--- src/rtl/pc_fetch_unit_if.sv ---
// Bus between the fetch unit and its neighbours: PC-selection input, the
// instruction-memory request/grant/response channel and the decode
// valid/ready channel. The fetch unit is the master side.
interface pc_fetch_unit_if;
    // PC-selection and control
    logic [31:0] pc_next;
    logic        halt;
    // Instruction-memory channel
    logic        imem_req;
    logic [31:0] imem_addr;
    logic        imem_gnt;
    logic        imem_rvalid;
    logic [31:0] imem_rdata;
    // Decode channel
    logic        inst_valid;
    logic [31:0] inst;
    logic        inst_ready;
    logic [31:0] pc;
    logic [31:0] pc_plus4;
    // Fault reporting
    logic        misalign_fault;
    logic [31:0] fault_addr;

    modport master (
        input  pc_next, halt, imem_gnt, imem_rvalid, imem_rdata, inst_ready,
        output imem_req, imem_addr, inst_valid, inst, pc, pc_plus4,
               misalign_fault, fault_addr
    );

    modport slave (
        output pc_next, halt, imem_gnt, imem_rvalid, imem_rdata, inst_ready,
        input  imem_req, imem_addr, inst_valid, inst, pc, pc_plus4,
               misalign_fault, fault_addr
    );
endinterface

--- src/rtl/pc_fetch_unit.sv ---
// Program-counter register and instruction-fetch sequencer. Holds the
// architectural PC, fetches one instruction at a time from instruction
// memory and hands it to decode. The PC only advances on the decode
// handshake; a misaligned next-PC parks the unit in a sticky fault.
module pc_fetch_unit #(
    parameter logic [31:0] RESET_PC = 32'h0000_0000
) (
    input  logic            clk,
    input  logic            rst,
    pc_fetch_unit_if.master bus
);

    typedef enum logic [2:0] {
        S_IDLE,
        S_REQ,
        S_WAIT,
        S_HOLD,
        S_FAULT
    } state_t;

    state_t      state_q, state_d;
    logic [31:0] pc_q, pc_d;
    logic [31:0] inst_q, inst_d;
    logic [31:0] fault_addr_q, fault_addr_d;
    logic        imem_req_q, imem_req_d;
    logic        inst_valid_q, inst_valid_d;
    logic        fault_q, fault_d;
    logic        handshake;

    assign handshake = inst_valid_q & bus.inst_ready;

    // Next-state and datapath updates; request/valid are derived from the
    // next state so they leave the flops glitch-free.
    always_comb begin
        state_d      = state_q;
        pc_d         = pc_q;
        inst_d       = inst_q;
        fault_addr_d = fault_addr_q;
        fault_d      = fault_q;

        case (state_q)
            S_IDLE: begin
                if (!bus.halt) begin
                    state_d = S_REQ;
                end
            end
            // Request is held until granted; halt does not withdraw it.
            S_REQ: begin
                if (bus.imem_gnt) begin
                    if (bus.imem_rvalid) begin
                        inst_d  = bus.imem_rdata;
                        state_d = S_HOLD;
                    end else begin
                        state_d = S_WAIT;
                    end
                end
            end
            S_WAIT: begin
                if (bus.imem_rvalid) begin
                    inst_d  = bus.imem_rdata;
                    state_d = S_HOLD;
                end
            end
            S_HOLD: begin
                if (handshake) begin
                    if (bus.pc_next[1:0] == 2'b00) begin
                        pc_d    = bus.pc_next;
                        state_d = bus.halt ? S_IDLE : S_REQ;
                    end else begin
                        fault_addr_d = bus.pc_next;
                        fault_d      = 1'b1;
                        state_d      = S_FAULT;
                    end
                end
            end
            S_FAULT: begin
                state_d = S_FAULT;
            end
            default: begin
                state_d = S_IDLE;
            end
        endcase

        imem_req_d   = (state_d == S_REQ);
        inst_valid_d = (state_d == S_HOLD);
    end

    // State and output registers.
    always_ff @(posedge clk or posedge rst) begin
        if (rst) begin
            state_q      <= S_IDLE;
            pc_q         <= RESET_PC;
            inst_q       <= 32'h0;
            fault_addr_q <= 32'h0;
            fault_q      <= 1'b0;
            imem_req_q   <= 1'b0;
            inst_valid_q <= 1'b0;
        end else begin
            state_q      <= state_d;
            pc_q         <= pc_d;
            inst_q       <= inst_d;
            fault_addr_q <= fault_addr_d;
            fault_q      <= fault_d;
            imem_req_q   <= imem_req_d;
            inst_valid_q <= inst_valid_d;
        end
    end

    assign bus.imem_req       = imem_req_q;
    assign bus.imem_addr      = pc_q;
    assign bus.inst_valid     = inst_valid_q;
    assign bus.inst           = inst_q;
    assign bus.pc             = pc_q;
    assign bus.pc_plus4       = pc_q + 32'd4;
    assign bus.misalign_fault = fault_q;
    assign bus.fault_addr     = fault_addr_q;

endmodule

--- src/flat_wrapper.sv ---
// flat-port wrapper written by rule: the top's interface ports become plain ports
module pc_fetch_unit_flat 
#(
    parameter logic [31:0] RESET_PC = 32'h0000_0000
)
  (clk, rst, bus_pc_next, bus_halt, bus_imem_gnt, bus_imem_rvalid, bus_imem_rdata, bus_inst_ready, bus_imem_req, bus_imem_addr, bus_inst_valid, bus_inst, bus_pc, bus_pc_plus4, bus_misalign_fault, bus_fault_addr);
  pc_fetch_unit_if bus_i ();
  input  logic clk;
  input  logic rst;
  input wire logic [$bits(bus_i.pc_next)-1:0] bus_pc_next;
  input wire logic [$bits(bus_i.halt)-1:0] bus_halt;
  input wire logic [$bits(bus_i.imem_gnt)-1:0] bus_imem_gnt;
  input wire logic [$bits(bus_i.imem_rvalid)-1:0] bus_imem_rvalid;
  input wire logic [$bits(bus_i.imem_rdata)-1:0] bus_imem_rdata;
  input wire logic [$bits(bus_i.inst_ready)-1:0] bus_inst_ready;
  output wire logic [$bits(bus_i.imem_req)-1:0] bus_imem_req;
  output wire logic [$bits(bus_i.imem_addr)-1:0] bus_imem_addr;
  output wire logic [$bits(bus_i.inst_valid)-1:0] bus_inst_valid;
  output wire logic [$bits(bus_i.inst)-1:0] bus_inst;
  output wire logic [$bits(bus_i.pc)-1:0] bus_pc;
  output wire logic [$bits(bus_i.pc_plus4)-1:0] bus_pc_plus4;
  output wire logic [$bits(bus_i.misalign_fault)-1:0] bus_misalign_fault;
  output wire logic [$bits(bus_i.fault_addr)-1:0] bus_fault_addr;
  assign bus_i.pc_next = bus_pc_next;
  assign bus_i.halt = bus_halt;
  assign bus_i.imem_gnt = bus_imem_gnt;
  assign bus_i.imem_rvalid = bus_imem_rvalid;
  assign bus_i.imem_rdata = bus_imem_rdata;
  assign bus_i.inst_ready = bus_inst_ready;
  assign bus_imem_req = bus_i.imem_req;
  assign bus_imem_addr = bus_i.imem_addr;
  assign bus_inst_valid = bus_i.inst_valid;
  assign bus_inst = bus_i.inst;
  assign bus_pc = bus_i.pc;
  assign bus_pc_plus4 = bus_i.pc_plus4;
  assign bus_misalign_fault = bus_i.misalign_fault;
  assign bus_fault_addr = bus_i.fault_addr;
  pc_fetch_unit #(.RESET_PC(RESET_PC)) u_core (.clk(clk), .rst(rst), .bus(bus_i));
endmodule
--- config.mk ---
export PLATFORM = sky130hd
export DESIGN_NAME = pc_fetch_unit_flat
export DESIGN_NICKNAME = d
export VERILOG_FILES = /design/src/rtl/pc_fetch_unit_if.sv /design/src/rtl/pc_fetch_unit.sv /design/src/flat_wrapper.sv
export SDC_FILE = /design/constraint.sdc
export NUM_CORES = 1
export LEC_CHECK = 0
export CORE_MARGIN = 2
export CORE_UTILIZATION = 39
export CTS_BUF_LIST = sky130_fd_sc_hd__clkbuf_4
export CTS_CLUSTER_SIZE = 10
export DETAILED_ROUTE_END_ITERATION = 10
export PLACE_DENSITY = 0.85
export SETUP_SLACK_MARGIN = 0.3
export SLEW_MARGIN = 0
export SYNTH_ARGS = -nofsm -noshare
export SYNTH_HDL_FRONTEND = slang
export SYNTH_SLANG_ARGS = --single-unit
--- constraint.sdc ---
create_clock -name clk -period 3.1 [get_ports clk]
set_clock_uncertainty 0.2 [all_clocks]
set_input_delay 0.31 -clock clk [delete_from_list [all_inputs] [get_ports clk]]
set_output_delay 0.31 -clock clk [all_outputs]
set_load 0.01 [all_outputs]
Word-level counts from Yosys, hierarchy flattened --
Cells that the tools add are included.
Storage, ports and cells: register bits after elaboration 102, word-level logic and storage cells 34, bits of input ports 70, output and inout port bits 163
Operators by class: add/sub/neg operators 1, reductions and logical operators 6, muxes and demuxes 11, bitwise operators 2, eq/ne operators 7
Operators with widths (number):
- $mux 32 | 2
- $pmux 32 s2 | 1
- $add 32x3->32 const B | 1
- $mux 3 | 5
- $pmux 3 s5 | 1
- $eq 3x2->1 const B | 3
- $eq 3x1->1 const B | 2
- $reduce_and 3->1 | 2
- $eq 3x3->1 const B | 1
- $logic_not 3->1 | 1
- $logic_not 2->1 | 1
- $mux 1 | 2
- $ne 2x2->1 const B | 1
- $reduce_and 2->1 | 1
- $reduce_bool 2->1 | 1
- $and 1x1->1 | 1
- $not 1->1 | 1

Logic depth before layout (Yosys ltp) --
Gate-level depths: netlist (run 1).
depth in word-level cells 5, gate-level depth with buffers 6, gate-level depth less buffers 5

Least setup slack after synthesis (run 1) --
Ideal clock, no wire load.
path kind flip-flop to output port, from register u_core.pc_q[2] (netlist: u_core.bus.imem_addr[2]), to output bus_pc_plus4[28], arrival time 1.614 ns, cell stages (with the launch flop) 6, required time 2.590 ns, buffers on the path 0, path slack 0.976 ns, cell sequence dfrtp_1 ha_1 nand3_1 nor3_4 nand4_1 xnor2_1
Between the ends: word-level cells in the longest chain between the ends 1
Ends and longest elaborated chain:
- start: declaration | RTL line pc_fetch_unit.sv:22 | logic [31:0] pc_q, pc_d;
- start signal: assignment | RTL line pc_fetch_unit.sv:100 | pc_q <= pc_d;
- $add 32x3->32 | RTL line pc_fetch_unit.sv:114 | assign bus.pc_plus4 = pc_q + 32'd4;
- end: declaration | RTL line flat_wrapper.sv:21 | output wire logic [$bits(bus_i.pc_plus4)-1:0] bus_pc_plus4;
Every way passes these cells.

Final worst setup path (run 1) --
from register u_core.pc_q[2] (netlist: u_core.bus.imem_addr[2]), to output bus_pc_plus4[13]
Same word-level chain as after synthesis.

==> results of run 1 <==
## worst reg2reg max path, cell delays in order (launching register included)
cell	delay [ns]
dfrtp_1	0.47
nand3b_2	0.29
nor2_4	0.16
nand2_2	0.30
buf_12	0.31
mux2_4	0.31
## final cells by class
type	instances	area [um^2]
clock inverter	7	120.1
inverter	4	18.77
sequential	102	2581
fill	969	4885
multi-input combinational	200	2091
timing repair buffer	261	2590
clock buffer	9	67.56
tap	172	215.2
## routing by layer
metal / GRT usage, % / wire, um / up-vias
met2: 31.30 / 6293 / 182
met3: 5.510 / 1119 / 24
li1: - / - / 1651
met1: 21.94 / 5176 / 1753
met4: 6.902 / 315 / 0
met5: 0 / 0 / -
## logic make-up after synthesis
family,Yosys count
flip-flops,102
AND/OR/NAND/NOR,72
adder cells (fa/ha/maj),1
AO/OA/AOI/OAI,7
XOR/XNOR,28
buffers and inverters,48
multiplexers,92
## through the flow
stage | util, % | area, um^2 | cells
after floorplan | - | 4999 | 350
after global placement | 57.20 | 7189 | 713
after detailed placement | 57.20 | 7189 | 713
after CTS | 60.78 | 7639 | 752
after global routing | 61.13 | 7684 | 755
final | 61.13 | 7684 | 755
## placed cells by master (no fill, tap or decap), drive strengths merged, types with 2 or more instances in the layout
| master | n |
|---|---|
| a22o | 2 |
| and2 | 5 |
| and3 | 3 |
| and4 | 2 |
| buf | 29 |
| bufinv | 3 |
| clkbuf | 9 |
| clkdlybuf4s50 | 214 |
| clkinv | 2 |
| clkinvlp | 2 |
| dfrtp | 102 |
| dlygate4sd2 | 12 |
| dlymetal6s2s | 6 |
| inv | 4 |
| mux2 | 92 |
| nand2 | 15 |
| nand2b | 3 |
| nand3 | 11 |
| nand3b | 2 |
| nand4 | 12 |
| nor2 | 7 |
| nor3 | 6 |
| nor4 | 2 |
| xnor2 | 22 |
| xor2 | 6 |
## worst paths after layout
check,slack [ns],endpoint,cells past startpoint,startpoint
max,0.31,bus_pc_plus4[13],6,u_core.bus.imem_addr[2]$_DFFE_PP0P_
min,0.17,u_core.bus.inst[16]$_DFFE_PP0P_,3,rst
max reg2reg,0.95,u_core.bus.imem_addr[19]$_DFFE_PP0P_,5,u_core.state_q[2]$_DFF_PP0_
min reg2reg,0.30,u_core.bus.misalign_fault$_DFFE_PP0P_,1,u_core.bus.misalign_fault$_DFFE_PP0P_
max in group asynchronous,2.12,u_core.bus.imem_addr[20]$_DFFE_PP0P_,3,rst
min in group clk,0.28,u_core.bus.inst[28]$_DFFE_PP0P_,2,bus_imem_rdata[28]
## power by group through the flow
stage	registers, mW	clock network (mW)	logic, mW
5_1_grt	2.44	0.938	3.64
3_5_place_dp	2.43	0	3.28
6_report	2.37	0.855	3.42
2_1_floorplan	2.59	0	1.41
4_1_cts	2.37	0.886	3.44
3_3_place_gp	2.41	0	3.21
## sequential cells by signal, summed over array words and instances, names as in the netlist
register                   flops
u_core.state_q                 3
u_core.bus.imem_req            1
u_core.bus.inst               32
u_core.bus.fault_addr         32
u_core.bus.imem_addr          32
u_core.bus.inst_valid          1
u_core.bus.misalign_fault      1
## what timing repair did
action,in CTS,in global routing
endpoints found under the setup margin,24,9
buffers inserted,23,3
hold endpoints to repair,0,0
pin swaps,4,1
gates resized for setup,43,7
==> impl_results.md, run 1 <==
- Status: finished, final reports clean
- Core area: approximately 13,000 um^2
- Most frequent cell after synthesis: dfrtp_1
- Leakage: approximately 3.5 nW
- Crit path buffers/inverters: 2
- Vias in the first global route: approximately 3,700
- Startpoint Class: flip-flop
- H-tree Lvls: 3
- Drt pass-1 iters: 4
- Async SR Flop Fraction: between 90% and 100%
- Number of synthesized flops with an enable pin: 0
- CTS tree: yes
- Register share of total power: 35.7%
- Total track usage: a little under a fifth
- Relative slew slack: between 60% and 70%
- Synth warn: 0
- Mux contribution to synthesized area: approximately a quarter
- Detailed placement HPWL: roughly 9200 um
- Largest family of logic cells by synthesized area: multiplexers
- Syn Inst Count: 350
- Placer Congestion: approximately 0.79
- Adder-cell share of the synthesized area: less than 1%
- Power consumption: 6.640 mW
- Total congestion overflow: 0
- Most common library cells after synthesis: dfrtp_1 (102), mux2_4 (58), buf_4 (34)
- Prevailing post-synth register cell: dfrtp_1
- Critical Path End Type: output port
- Yosys top cell by area: dfrtp_1
- Sequential element share of the synthesized area: about half
- RSZ-0062 raised after global routing: true
- Drt drc: 0
- Final min period: 2.792 ns
- Port Buffers: around 230
- Ant. Diodes: 0
- Max Cap Viol: 0
- Largest net degree at the start of global routing: around 100
- Clock slew at reported path FFs: ~0.16 ns
- Critical setup path kind: flip-flop to output port
- Top cell type's share of synthesized area: between 50 and 60%
- Vias: 3,610
- CP dominant cell by count: nand4_1
- ANT nets after route: 0
- Std cell rows: ~40
- Max clock buf depth: 2
- Clock Tree Root: clkbuf_4
- Clk Latency, worst-skew pair: about 0.42 ns
- Setup TNS: 0 ns
- Cts bufs inserted: 9
- Final max-slew violation count: 0
- Worst path max stage delay: roughly 0.56 ns
- Slowest cell on the critical path: clkdlybuf4s50_1
- Initial Util: 39.74%
- Pre-CTS setup slack: approximately 0.21 ns
- Area growth syn-to-layout: 53.83%
- Syn nets: between 400 and 500
- Unique masters post-synth: 38
- Simple-Gate Fraction of Synth Area: 9.319%
- Combinational share of power: 51.5%
- First-pass GRT wire length: 19,350 um
- Worst Slack Setup Final: 0.3080 ns
- Clk pwr share: about an eighth
- Fmax: 358.2 MHz
- Synth top area cells: dfrtp_1 (51%), mux2_4 (17%), buf_4 (5.1%)
- WL/cell: between 15 and 20 um
- Worst path cell trace: nand4_1 > buf_4 > nor2_2 > nand4_1 > xnor2_2 > clkdlybuf4s50_1
- Post-DR vias/cell: 4.781
- Post-synthesis compound-gate area fraction: 1.127%
- Synthesized flop and latch total: 102
- Hold Buf Count CTS: 0
- Post-synthesis cell area: 4995 um^2
- Internal Power: roughly 4.5 mW
- Switch share: 32.05%
- Die area: between 10,000 and 15,000 um^2
- Number of DRC markers in iteration 0: around 120
- Syn_area_per_cell: ~14 um^2
- Arrival time worst endpoint: ~2.3 ns
- Fraction of final layout cells with drive strength greater than 1: 27.27%
- Crit-path max FO: 4
- Final hold violations: 0
- Die Ht: approximately 120 um
- Die W: between 100 and 150 um
- # setup viols final: 0
- Worst ir drop on vdd: roughly 0.47 mV
- Io pins: about 230
- Period utilization: roughly nine tenths
- Tightest Pin Transition: roughly 0.58 ns
- Clock sink count: approximately 100
- Pwr per Cell Area: about 860 nW/um^2
- Hold crit path type: primary input to asynchronous set/reset pin
- Sw power: between 2 and 2.5 mW
- XOR/XNOR share of the synthesized area: under 10%
- Nets: roughly 650
- Initial antenna violation count: 0
- Worst hold slack: between 0.15 and 0.2 ns
- Top Family by Delay on Critical Path: buffers and inverters
- Worst Path Required: around 2.6 ns
- Final WL: between 10,000 and 15,000 um
Power figures use the tool's default switching activity.
==> run 2, diff against run 1 <==
--- a/config.mk
+++ b/config.mk
@@ -10,6 +10,7 @@
 export CTS_BUF_LIST = sky130_fd_sc_hd__clkbuf_4
 export CTS_CLUSTER_SIZE = 10
 export DETAILED_ROUTE_END_ITERATION = 10
+export MAX_ROUTING_LAYER = met4
 export PLACE_DENSITY = 0.85
 export SETUP_SLACK_MARGIN = 0.3
 export SLEW_MARGIN = 0
==> impl_results.md, run 2 (synthesis results as in run 1) <==
- Std cell rows: 41 (unchanged)
- Worst ir drop on vdd: 0.4729 mV (was 0.4731 mV)
- WL/cell: 17.08 um (was 17.09 um)
- Fmax: 358.2 MHz (about the same)
- Worst Path Required: 2.59 ns (about the same)
- Layout Cells excl Fill: 755 (unchanged)
- First-pass GRT wire length: 19,320 um (was 19,350 um)
- Vias in the first global route: 3,690 (was 3,676)
- Reg2reg start: u_core.state_q[2]$_DFF_PP0_ (unchanged)
- Hold Buf Count CTS: 0 (unchanged)
- ANT nets after route: 0 (unchanged)
- Total track usage: 18.97% (was 18.37%)
- Critical Path End Type: output port (unchanged)
- Crit-path max FO: 5 (was 4)
- Clock Tree Root: clkbuf_4 (unchanged)
- Die W: 117.2 um (unchanged)
- Port Buffers: 232 (unchanged)
- H-tree Lvls: 3 (unchanged)
- Initial Util: 39.74% (unchanged)
- Area growth syn-to-layout: 53.78% (was 53.83%)
- # setup viols final: 0 (unchanged)
- Post-DR vias/cell: 4.796 (was 4.781)
- Commonest non-fill, non-tap cell in the layout: clkdlybuf4s50_1 (unchanged)
- Pwr per Cell Area: 864.8 nW/um^2 (was 864.2 nW/um^2)
- Power consumption: 6.642 mW (was 6.640 mW)
- R2r worst-path depth: 5 (unchanged)
- Number of DRC markers in iteration 0: 167 (was 116)
- Worst hold slack: 0.1715 ns (was 0.1692 ns)
- Placer Congestion: 0.7983 (was 0.7872)
- Clock slew at reported path FFs: 0.16 ns (about the same)
- Flop2flop setup slack: 0.96 ns (was 0.95 ns)
- Arrival time worst endpoint: 2.28 ns (about the same)
- Leakage: 3.497 nW (was 3.512 nW)
- Status: finished, final reports clean (unchanged)
- Ant. Diodes: 0 (unchanged)
- Cts bufs inserted: 9 (unchanged)
- Final max-slew violation count: 0 (unchanged)
- RR Endpoint: u_core.bus.imem_addr[19]$_DFFE_PP0P_ (unchanged)
- Startpoint Class: flip-flop (unchanged)
- Pre-CTS setup slack: 0.2095 ns (unchanged)
- Final WL: 12,890 um (was 12,910 um)
- Detailed placement HPWL: 9175 um (unchanged)
- Nets: 649 (unchanged)
- Die Ht: 117.2 um (unchanged)
- Critical setup path kind: flip-flop to output port (unchanged)
- Final hold violations: 0 (unchanged)
- Core area: 12,570 um^2 (unchanged)
- Worst Slack Setup Final: 0.3086 ns (was 0.3080 ns)
- Max clock buf depth: 2 (unchanged)
- Drt pass-1 iters: 4 (unchanged)
- Hold crit path type: primary input to asynchronous set/reset pin (unchanged)
- Largest net degree at the start of global routing: 103 (unchanged)
- Final min period: 2.791 ns (was 2.792 ns)
- Setup TNS: 0 ns (unchanged)
- Tightest Pin Transition: 0.5779 ns (was 0.5790 ns)
- Fraction of final layout cells with drive strength greater than 1: 27.27% (unchanged)
- Max Cap Viol: 0 (unchanged)
- RSZ-0062 raised after global routing: true (unchanged)
- Clk Latency, worst-skew pair: 0.42 ns (about the same)
- Io pins: 233 (unchanged)
- Most frequent cells in the layout: clkdlybuf4s50_1 (215), dfrtp_1 (79), mux2_4 (58) (was clkdlybuf4s50_1 (214), dfrtp_1 (79), mux2_4 (58))
- Die area: 13,730 um^2 (unchanged)
- Clock sink count: 102 (unchanged)
- Period utilization: 90.05% (was 90.06%)
- Total congestion overflow: 0 (unchanged)
- CTS tree: yes (unchanged)
- Drt drc: 0 (unchanged)
- Relative slew slack: 61.47% (was 61.40%)
- Dpl cells: 713 (unchanged)
- Initial antenna violation count: 0 (unchanged)
- Vias: 3,621 (was 3,610)
run 2: critical path, cell delays in order, from the launching register on:
cell	delay, ns
dfrtp_2	0.43
ha_2	0.23
nand3_4	0.13
nor4_1	0.35
xor2_1	0.17
clkdlybuf4s50_1	0.55
run 2: power breakdown:
part / internal, mW / switching (mW)
registers: 1.91 / 0.460
logic: 2.19 / 1.22
clock network: 0.411 / 0.445
total: 4.51 / 2.13
run 2: per-layer routing:
layer,track usage (%),wire (um)
met1,22.89,5317
met2,31.23,6307
met3,4.325,954
met4,6.902,314
met5,-,0
run 2: layout make-up:
cell class / count / area, um^2
Tap cell: 172 / 215.2
Timing Repair Buffer: 261 / 2587
Multi-Input combinational cell: 200 / 2091
Fill cell: 970 / 4887
Inverter: 4 / 18.77
Clock buffer: 9 / 67.56
Sequential cell: 102 / 2581
Clock inverter: 7 / 120.1
run 2: repair_timing:
action,4_1_cts,5_1_grt
resized for setup,43,6
gates cloned,0,0
setup buffers,23,3
pin swaps,4,1
setup endpoints to repair,24,9
run 2: how the worst max path moves through the flow:
stage | from | endpoint | cells after the start
finish | u_core.bus.imem_addr[2]$_DFFE_PP0P_ | bus_pc_plus4[18] | 5
CTS | u_core.bus.imem_addr[2]$_DFFE_PP0P_ | bus_pc_plus4[22] | 7
global placement | u_core.bus.imem_addr[2]$_DFFE_PP0P_ | bus_pc_plus4[28] | 6
global route | u_core.bus.imem_addr[3]$_DFFE_PP0P_ | bus_pc_plus4[13] | 6
detailed placement | u_core.bus.imem_addr[2]$_DFFE_PP0P_ | bus_pc_plus4[26] | 6
floorplan | u_core.bus.imem_addr[2]$_DFFE_PP0P_ | bus_pc_plus4[28] | 5
run 2: per-stage QoR:
| stage | util (%) | cell area [um^2] |
|---|---|---|
| 2_1_floorplan | - | 4999 |
| 3_3_place_gp | 57.20 | 7189 |
| 3_5_place_dp | 57.20 | 7189 |
| 4_1_cts | 60.78 | 7639 |
| 5_1_grt | 61.11 | 7681 |
| 6_report | 61.11 | 7681 |
==> run 3, diff against run 2 <==
--- a/config.mk
+++ b/config.mk
@@ -10,6 +10,7 @@
 export CTS_BUF_LIST = sky130_fd_sc_hd__clkbuf_4
 export CTS_CLUSTER_SIZE = 10
 export DETAILED_ROUTE_END_ITERATION = 10
+export GPL_ROUTABILITY_DRIVEN = 0
 export MAX_ROUTING_LAYER = met4
 export PLACE_DENSITY = 0.85
 export SETUP_SLACK_MARGIN = 0.3
==> results of run 3 <==
Final layout, timing and power as in run 2 (identical DEF).
